===== config.mk =====
export PLATFORM = sky130hd
export DESIGN_NAME = dmem_arbiter
export DESIGN_NICKNAME = d
export VERILOG_FILES = /design/src/rtl/dmem_pkg.sv /design/src/rtl/dmem_arbiter_rr_pick.sv /design/src/rtl/dmem_arbiter.sv
export SDC_FILE = /design/constraint.sdc
export NUM_CORES = 1
export LEC_CHECK = 0
export ABC_CLOCK_PERIOD_IN_PS = 5400
export CAP_MARGIN = 20
export CORE_MARGIN = 5
export CORE_UTILIZATION = 41
export CTS_BUF_LIST = sky130_fd_sc_hd__clkbuf_8
export DETAILED_ROUTE_END_ITERATION = 16
export PLACE_DENSITY_LB_ADDON = 0.1
export SLEW_MARGIN = 20
export SYNTH_ARGS = -nofsm -noshare
export SYNTH_HDL_FRONTEND = slang
export SYNTH_HIERARCHICAL = 1
export SYNTH_SLANG_ARGS = --single-unit

===== constraint.sdc =====
create_clock -name CLK -period 5.4 [get_ports CLK]
set_input_delay 1.35 -clock CLK [delete_from_list [all_inputs] [get_ports CLK]]
set_output_delay 1.35 -clock CLK [all_outputs]
set_load 0.05 [all_outputs]

===== src/rtl/dmem_pkg.sv =====
// Shared types and constants for the data-memory arbiter.
// The optional feature DMEM_ARB_FIXED_PRIO_EN is consumed by dmem_arbiter and dmem_arbiter_rr_pick.
package dmem_pkg;

  localparam int unsigned ADDR_W     = 8;
  localparam int unsigned DATA_W     = 8;
  localparam int unsigned MEM_DEPTH  = 256;
  localparam int unsigned LOCK_CNT_W = 8;

  typedef enum logic {
    IDLE,
    LOCKED
  } arb_state_t;

endpackage


===== src/rtl/dmem_arbiter_rr_pick.sv =====
// Combinational winner selection: round-robin after 'last', or fixed lowest-index priority
// when DMEM_ARB_FIXED_PRIO_EN is defined. Ports in 'excl' never win.
module dmem_arbiter_rr_pick #(
  parameter int unsigned NUM_REQ = 2,
  localparam int unsigned IdxW   = (NUM_REQ > 1) ? $clog2(NUM_REQ) : 1
) (
  input  logic [NUM_REQ-1:0] req,
  input  logic [IdxW-1:0]    last,
  input  logic [NUM_REQ-1:0] excl,
  output logic [NUM_REQ-1:0] win
);

  logic [NUM_REQ-1:0] cand;
  logic [NUM_REQ-1:0] one;

  assign cand = req & ~excl;
  assign one  = {{(NUM_REQ-1){1'b0}}, 1'b1};

`ifdef DMEM_ARB_FIXED_PRIO_EN
  logic unused_last;
  assign unused_last = ^last;
  // Isolate the lowest set bit.
  assign win = cand & (~cand + one);
`else
  logic [IdxW:0]        shamt;
  logic [2*NUM_REQ-1:0] rot_wide;
  logic [2*NUM_REQ-1:0] unrot_wide;
  logic [NUM_REQ-1:0]   rot;
  logic [NUM_REQ-1:0]   pri;

  always_comb begin
    if (last == IdxW'(NUM_REQ - 1)) begin
      shamt = '0;
    end else begin
      shamt = {1'b0, last} + {{IdxW{1'b0}}, 1'b1};
    end
  end

  // Rotate so the port after 'last' sits at bit 0, take the first set bit, rotate back.
  assign rot_wide   = {cand, cand} >> shamt;
  assign rot        = rot_wide[NUM_REQ-1:0];
  assign pri        = rot & (~rot + one);
  assign unrot_wide = {pri, pri} << shamt;
  assign win        = unrot_wide[2*NUM_REQ-1:NUM_REQ];
`endif

endmodule


===== src/rtl/dmem_arbiter.sv =====
// Single-port data-memory arbiter with round-robin grant, bounded lock and registered read data.
// Define DMEM_ARB_FIXED_PRIO_EN to use fixed lowest-index priority instead of round-robin.
module dmem_arbiter
  import dmem_pkg::*;
#(
  parameter int unsigned NUM_REQ  = 2,
  parameter int unsigned MAX_LOCK = 8
) (
  input  logic                       CLK,
  input  logic                       RST_N,
  input  logic [NUM_REQ-1:0]         req,
  input  logic [NUM_REQ-1:0]         lock,
  input  logic [NUM_REQ-1:0]         we,
  input  logic [NUM_REQ*ADDR_W-1:0]  addr,
  input  logic [NUM_REQ*DATA_W-1:0]  wdata,
  output logic [NUM_REQ-1:0]         gnt,
  output logic [NUM_REQ-1:0]         rvalid,
  output logic [DATA_W-1:0]          rdata,
  output logic [ADDR_W-1:0]          mem_addr,
  output logic [DATA_W-1:0]          mem_wdata,
  output logic                       mem_we,
  input  logic [DATA_W-1:0]          mem_rdata
);

  localparam int unsigned IdxW = (NUM_REQ > 1) ? $clog2(NUM_REQ) : 1;
  localparam logic [LOCK_CNT_W-1:0] LockMax = LOCK_CNT_W'(MAX_LOCK);

  arb_state_t            state_q, state_d;
  logic [IdxW-1:0]       last_q, last_d;
  logic [IdxW-1:0]       owner_q, owner_d;
  logic [LOCK_CNT_W-1:0] lock_cnt_q, lock_cnt_d;
  logic [NUM_REQ-1:0]    rvalid_q, rvalid_d;
  logic [DATA_W-1:0]     rdata_q, rdata_d;

  logic [NUM_REQ-1:0] win, excl, owner_oh;
  logic [IdxW-1:0]    win_idx;

  assign owner_oh = {{(NUM_REQ-1){1'b0}}, 1'b1} << owner_q;

`ifdef DMEM_ARB_FIXED_PRIO_EN
  // Forced release keeps the owner out of arbitration for one cycle.
  assign excl = (state_q == LOCKED && lock_cnt_q >= LockMax) ? owner_oh : '0;
`else
  assign excl = '0;
`endif

  dmem_arbiter_rr_pick #(
    .NUM_REQ (NUM_REQ)
  ) u_pick (
    .req  (req),
    .last (last_q),
    .excl (excl),
    .win  (win)
  );

  always_comb begin
    win_idx = '0;
    for (int unsigned i = 0; i < NUM_REQ; i++) begin
      if (win[i]) win_idx = IdxW'(i);
    end
  end

  always_comb begin
    logic arb_en;
    arb_en     = 1'b0;
    state_d    = state_q;
    last_d     = last_q;
    owner_d    = owner_q;
    lock_cnt_d = lock_cnt_q;
    gnt        = '0;

    unique case (state_q)
      IDLE: arb_en = 1'b1;
      LOCKED: begin
        if (req[owner_q] && lock[owner_q] && lock_cnt_q < LockMax) begin
          gnt        = owner_oh;
          lock_cnt_d = (lock_cnt_q == '1) ? lock_cnt_q : lock_cnt_q + 1'b1;
        end else begin
          // last_q already equals the owner, so round-robin favours the others.
          arb_en = 1'b1;
        end
      end
      default: arb_en = 1'b1;
    endcase

    if (arb_en) begin
      gnt        = win;
      state_d    = IDLE;
      lock_cnt_d = '0;
      if (|win) begin
        last_d = win_idx;
        if (|(win & lock)) begin
          state_d    = LOCKED;
          owner_d    = win_idx;
          lock_cnt_d = {{(LOCK_CNT_W-1){1'b0}}, 1'b1};
        end
      end
    end

    if (!RST_N) gnt = '0;
  end

  always_comb begin
    mem_addr  = '0;
    mem_wdata = '0;
    mem_we    = 1'b0;
    for (int unsigned i = 0; i < NUM_REQ; i++) begin
      mem_addr  = mem_addr  | (addr[i*ADDR_W +: ADDR_W]  & {ADDR_W{gnt[i]}});
      mem_wdata = mem_wdata | (wdata[i*DATA_W +: DATA_W] & {DATA_W{gnt[i]}});
      mem_we    = mem_we    | (we[i] & gnt[i]);
    end
  end

  assign rvalid_d = gnt & ~we;
  assign rdata_d  = (|rvalid_d) ? mem_rdata : rdata_q;

  always_ff @(posedge CLK) begin
    if (!RST_N) begin
      state_q    <= IDLE;
      last_q     <= IdxW'(NUM_REQ - 1);
      owner_q    <= '0;
      lock_cnt_q <= '0;
      rvalid_q   <= '0;
      rdata_q    <= '0;
    end else begin
      state_q    <= state_d;
      last_q     <= last_d;
      owner_q    <= owner_d;
      lock_cnt_q <= lock_cnt_d;
      rvalid_q   <= rvalid_d;
      rdata_q    <= rdata_d;
    end
  end

  assign rvalid = rvalid_q;
  assign rdata  = rdata_q;

endmodule


# --- After elaboration in Yosys (flattened, before gate mapping) ---
# Cells that the tools add are included.
totals:
  regBits: 21
  input_bits: 48
  output_inout_bits: 29
op_classes:
  add_sub_neg: 3
  magnitude_cmp: 2
  eq_ne: 2
  shift: 3
  mux: 20
  bitwise: 15
  reduce_logical: 10
op_table:
  columns: ["op", "count"]
  rows:
  - ["AND 8 bit", 4]
  - ["2-to-1 mux 8 bit", 4]
  - ["bitwise OR 8 bit", 2]
  - ["2-to-1 mux 1 bit", 10]
  - ["2-to-1 mux 2 bit", 5]
  - ["adder 8 x 1 -> 8 bit, second input constant", 1]
  - ["equality test 8 bit, second input constant", 1]
  - ["less-than comparator 8 x 4 -> 1 bit, second input constant", 1]
  - ["AND 2 bit", 3]
  - ["AND reduction 3 bit", 2]
  - ["OR reduction 2 bit", 3]
  - ["NOT 2 bit", 2]
  - ["nonzero test 2 bit", 2]
  - ["left shift 4 x 2 -> 4 bit", 1]
  - ["right shift 4 x 2 -> 2 bit", 1]
  - ["adder 1 x 1 -> 2 bit, second input constant", 1]
  - ["adder 2 x 1 -> 2 bit, second input constant", 1]
  - ["AND 1 bit", 2]
  - ["logical AND 1 bit", 2]
  - ["less-than comparator 1 x 2 -> 1 bit, second input constant", 1]
  - ["!= test 2 x 1 -> 1 bit, second input constant", 1]
  - ["case mux 1 bit (2 select lines)", 1]
  - ["AND reduction 2 bit", 1]
  - ["left shift 1 x 1 -> 2 bit, first input constant", 1]
  - ["other kinds (2)", 2]

# --- Depth between registers and ports, before layout ---
logic_depth:
  word_depth: 12
  depth_mapped: 7
  ltp_nobuf: 6

# --- Hierarchy ---
# The synthesis kept the hierarchy.
by_module_without_submodules:
  columns: ["mod", "instances", "cells_each", "area_each_um2", "seq_area_each_um2"]
  rows:
  - ["dmem_arbiter", 1, 146, 1223.7, 420.4]
  - ["dmem_arbiter_rr_pick", 1, 4, 32.5, 0.0]

# --- Worst setup path before layout ---
# OpenSTA, ideal clock, no wires.
synth_timing:
  path_kind: "input port to output port"
  startpoint: "input req[0]"
  endpoint: "output mem_addr[6]"
  t_arrival_ps: 3409
  required_ps: 4050
  path_slack_ps: 641
  path_stages: 5
  path_buffers: 1
  cell_sequence: "nand3b_1 -> a2111oi_4 -> mux2i_1 -> buf_2 -> a22o_1"
synth_via:
  elab_chain_cells: 10
  elab_cells_between_ends: 18
  cone_classes: "1 x add/sub; 2 x shift; 8 x mux; 5 x bitwise; 2 x reduce/logical"
synth_rtl:
  columns: ["item", "line_no", "source"]
  rows:
  - ["from (decl)", "dmem_arbiter.sv:11", "input logic [NUM_REQ-1:0] req,"]
  - ["branches (longest 6 deep; another with adder 2 x 1 -> 2 bit)", null, null]
  - ["2-to-1 mux 2 bit *", "dmem_arbiter.sv:86", "if (arb_en) begin"]
  - ["2-to-1 mux 2 bit *", "dmem_arbiter.sv:100", "if (!RST_N) gnt = '0;"]
  - ["net gnt[1]", "dmem_arbiter.sv:16", "output logic [NUM_REQ-1:0] gnt,"]
  - ["AND 8 bit *", "dmem_arbiter.sv:108", "mem_addr = mem_addr | (addr[i*ADDR_W +: ADDR_W] & {ADDR_W{gnt[i]}});"]
  - ["bitwise OR 8 bit *", "dmem_arbiter.sv:108", null]
  - ["to (decl)", "dmem_arbiter.sv:19", "output logic [ADDR_W-1:0] mem_addr,"]
# Mark *: on every way through the listed nets, which the timed path passes. The select of a mux whose other input is x is not followed.

# --- Final worst setup path ---
layout_timing:
  startpoint: "input req[0]"
  endpoint: "output mem_addr[0]"
layout_via:
  elab_chain_cells: 10
  elab_cells_between_ends: 18
  cone_classes: "1 x add/sub; 2 x shift; 8 x mux; 5 x bitwise; 2 x reduce/logical"
layout_rtl:
  columns: ["item", "line_no"]
  rows:
  - ["branches (longest 6 deep; another with adder 2 x 1 -> 2 bit)", null]
  - ["2-to-1 mux 2 bit *", "dmem_arbiter.sv:86"]
  - ["2-to-1 mux 2 bit *", "dmem_arbiter.sv:100"]
  - ["AND 8 bit", "dmem_arbiter.sv:108"]
  - ["bitwise OR 8 bit *", "dmem_arbiter.sv:108"]
# Every way passes the cells marked *. The select of a mux whose other input is x is not followed.

==> results.cfg <==
[global_routing]
grt_pass1_wl_um = 6710
grt_max_degree = 28
antenna_found_initial = 0
track_usage = 0.201
gr-total-overflow = 0
grt_pass1_vias = 1364

[setup_path]
worstSetupPathType = in -> out
rr_worst_depth = 4
cp-start-kind = input port
crit_path_end_kind = output port
cp_data_required_time_ns = 4.05
worstPathMaxFanout = 27
worstPathArrival_ns = 3.71

[yosys]
synth_top_family_by_area = compound AO/OA/AOI/OAI gates
synth_cell_types = 33
postSynthCellCount = 150
synth_fa_ha_area_frac = 0.00996
synthMuxAreaShare = 0.0508
yosysTopAreaCellShare = 0.335
synth-compound-area-share = 0.314
yosys.area_share.simple = 0.247
syn_area_per_cell_sq_um = 8.37
syn-cell-area_sq_um = 1260
synth.area.top_cells = dfxtp_1 33%, a22o_1 12%, nand2_1 6.9%
synth_xor_area_frac = 0
synth_seq_area_share = 0.335
synth_warnings = 6
yosysTopAreaCell = dfxtp_1
ys_seq_elements = 21

[sta]
whs_ns = 0.497
tns_ns = 0
setup_slack_ns = 0.344
slew-limit-headroom = 0.531
hold_violations = 0
drv_slew = 0
min_period_ns = 5.06
post-route-period-util = 0.936
finalSetupViolations = 0
tightest_slew_ns = 0.683
fin_skew_ns = 0.00254
fmax_mhz = 198
rsz0062_at_grt = false

[clocking]
htreeDepth = 1
cts_buffers = 3
clockBufferDepth = 2
clkTransAtPathRegs_ns = 0.08
cts_resized = 0
cts.sinks = 21
cts_root_buf = clkbuf_8
cts_tree = done
clock_latency_ns = 0.26
cts_hold_buf = 0
post_cts_buffers = 0

[floorplan]
die_h_um = 65.4
die_w_um = 65.4
start_util = 0.418
row_count = 20
dieArea_sq_um = 4270
ios = 77
coreArea_sq_um = 3000

[detailed_routing]
avgRoutedWirePerCell_um = 16.7
ant_nets = 0
routed_via_density = 5.42
vias = 1409
dr.pass1.iters = 4
drt_iter0_markers = 85
drc = 0
drt_wl_total_um = 4350

[finish]
mostFrequentLayoutCells = 57 x clkdlybuf4s50_1, 23 x nand2_1, 21 x dfxtp_1, 19 x buf_12, 17 x a22o_1
final_area_sq_um = 2280
syn2layout_area_growth_pct = 81.8
fin_cells = 260
n_antenna_cell = 0
drive_above_1_share = 0.137
mostFrequentLayoutCell = clkdlybuf4s50_1
nNetsFinal = 277

[place]
place_area_sq_um = 2230
io_buffers = 76
placed_cells = 256
gp_congestion = 0.806
dp_worst_setup_slack_ns = 0.351
dp_hpwl_um = 3480

[power]
max-vdd-ir-drop_v = 0.000150
p_per_area_nw_per_um2 = 186
leakage_nw = 0.830

[min_path]
min_path_cells = 1
hold_class = reg -> reg

[outcome]
status = completed

[run]
cap_violations = 0
synth_stat cells:
library cell and number:
dfxtp_1 21, nand2_1 23, o311ai_0 8, nor2_1 6, a22o_1 17, nand3_1 3, o21a_1 1, inv_1 1
conb_1 1, mux2i_1 3, ha_1 1, a21boi_0 1, buf_2 2, nand2b_1 4, o21ai_0 9, a22oi_1 1
nor2b_4 1, nor2b_1 3, a21boi_1 1, clkbuf_1 3, buf_1 4, a2111o_4 1, nand3b_1 1, a31oi_1 1
buf_6 1, or4b_4 1, nor3_1 10, mux2_2 1, a21oi_1 9, or3_1 8, mux2i_4 1, and2b_1 1
a2111oi_4 1
cell type report:
type / instances / area [sq um]
Tap cell: 33 / 41.3
Timing Repair Buffer: 78 / 966
Inverter: 1 / 3.75
Fill cell: 224 / 719
Clock inverter: 1 / 7.51
Sequential cell: 21 / 420
Multi-Input combinational cell: 123 / 803
Clock buffer: 3 / 41.3
critical path, cell delays in order:
cell and delay, ns:
clkdlybuf4s50_1 0.48, nand3b_1 0.17, a2111o_4 0.67, mux2i_4 0.57, a22o_1 0.31, buf_12 0.15
through the flow:
stage	total power [W]	utilization
floorplan	0.000238	-
global placement	0.000317	0.744
detailed placement	0.000320	0.744
CTS	0.000427	0.760
global route	0.000444	0.760
finish	0.000424	0.760
worst paths after layout:
kind	end	from	slack [ns]
worst min register to register	lock_cnt_q[0]	lock_cnt_q[0]	0.50
worst max register to register	rvalid[0]	lock_cnt_q[7]	3.18
worst min-delay path	lock_cnt_q[0]	lock_cnt_q[0]	0.50
worst max-delay path	mem_addr[0]	req[0]	0.34
flip-flops by register name (all words and copies together), names as in the netlist:
| name | cells |
|---|---|
| lock_cnt_q | 8 |
| rdata | 8 |
| state_q | 1 |
| owner_q | 1 |
| rvalid | 2 |
| last_q | 1 |
layer usage:
metal,GRT usage,share of wire
met4,0.0440,0.0092
met5,0,0
met3,0.0479,0.037
met2,0.383,0.57
met1,0.223,0.38
where the power goes:
group / internal [W] / switching, W / total [W] / leakage, nW
clock: 0.0000522 / 0.0000544 / 0.000107 / 0.0217
sequential: 0.000162 / 0.00000442 / 0.000166 / 0.172
combinational: 0.0000760 / 0.0000751 / 0.000151 / 0.636
total: 0.000290 / 0.000134 / 0.000424 / 0.830
logic make-up (layout without fill, tap and decap cells):
group / Yosys count / count (layout)
flops: 21 / 21
mux: 5 / 5
compound gates: 50 / 50
fa+ha+maj: 1 / 1
buf+inv: 11 / 83
simple gates: 61 / 61
other cells: 1 / 6
No activity file was read; power rests on OpenSTA's default activity.
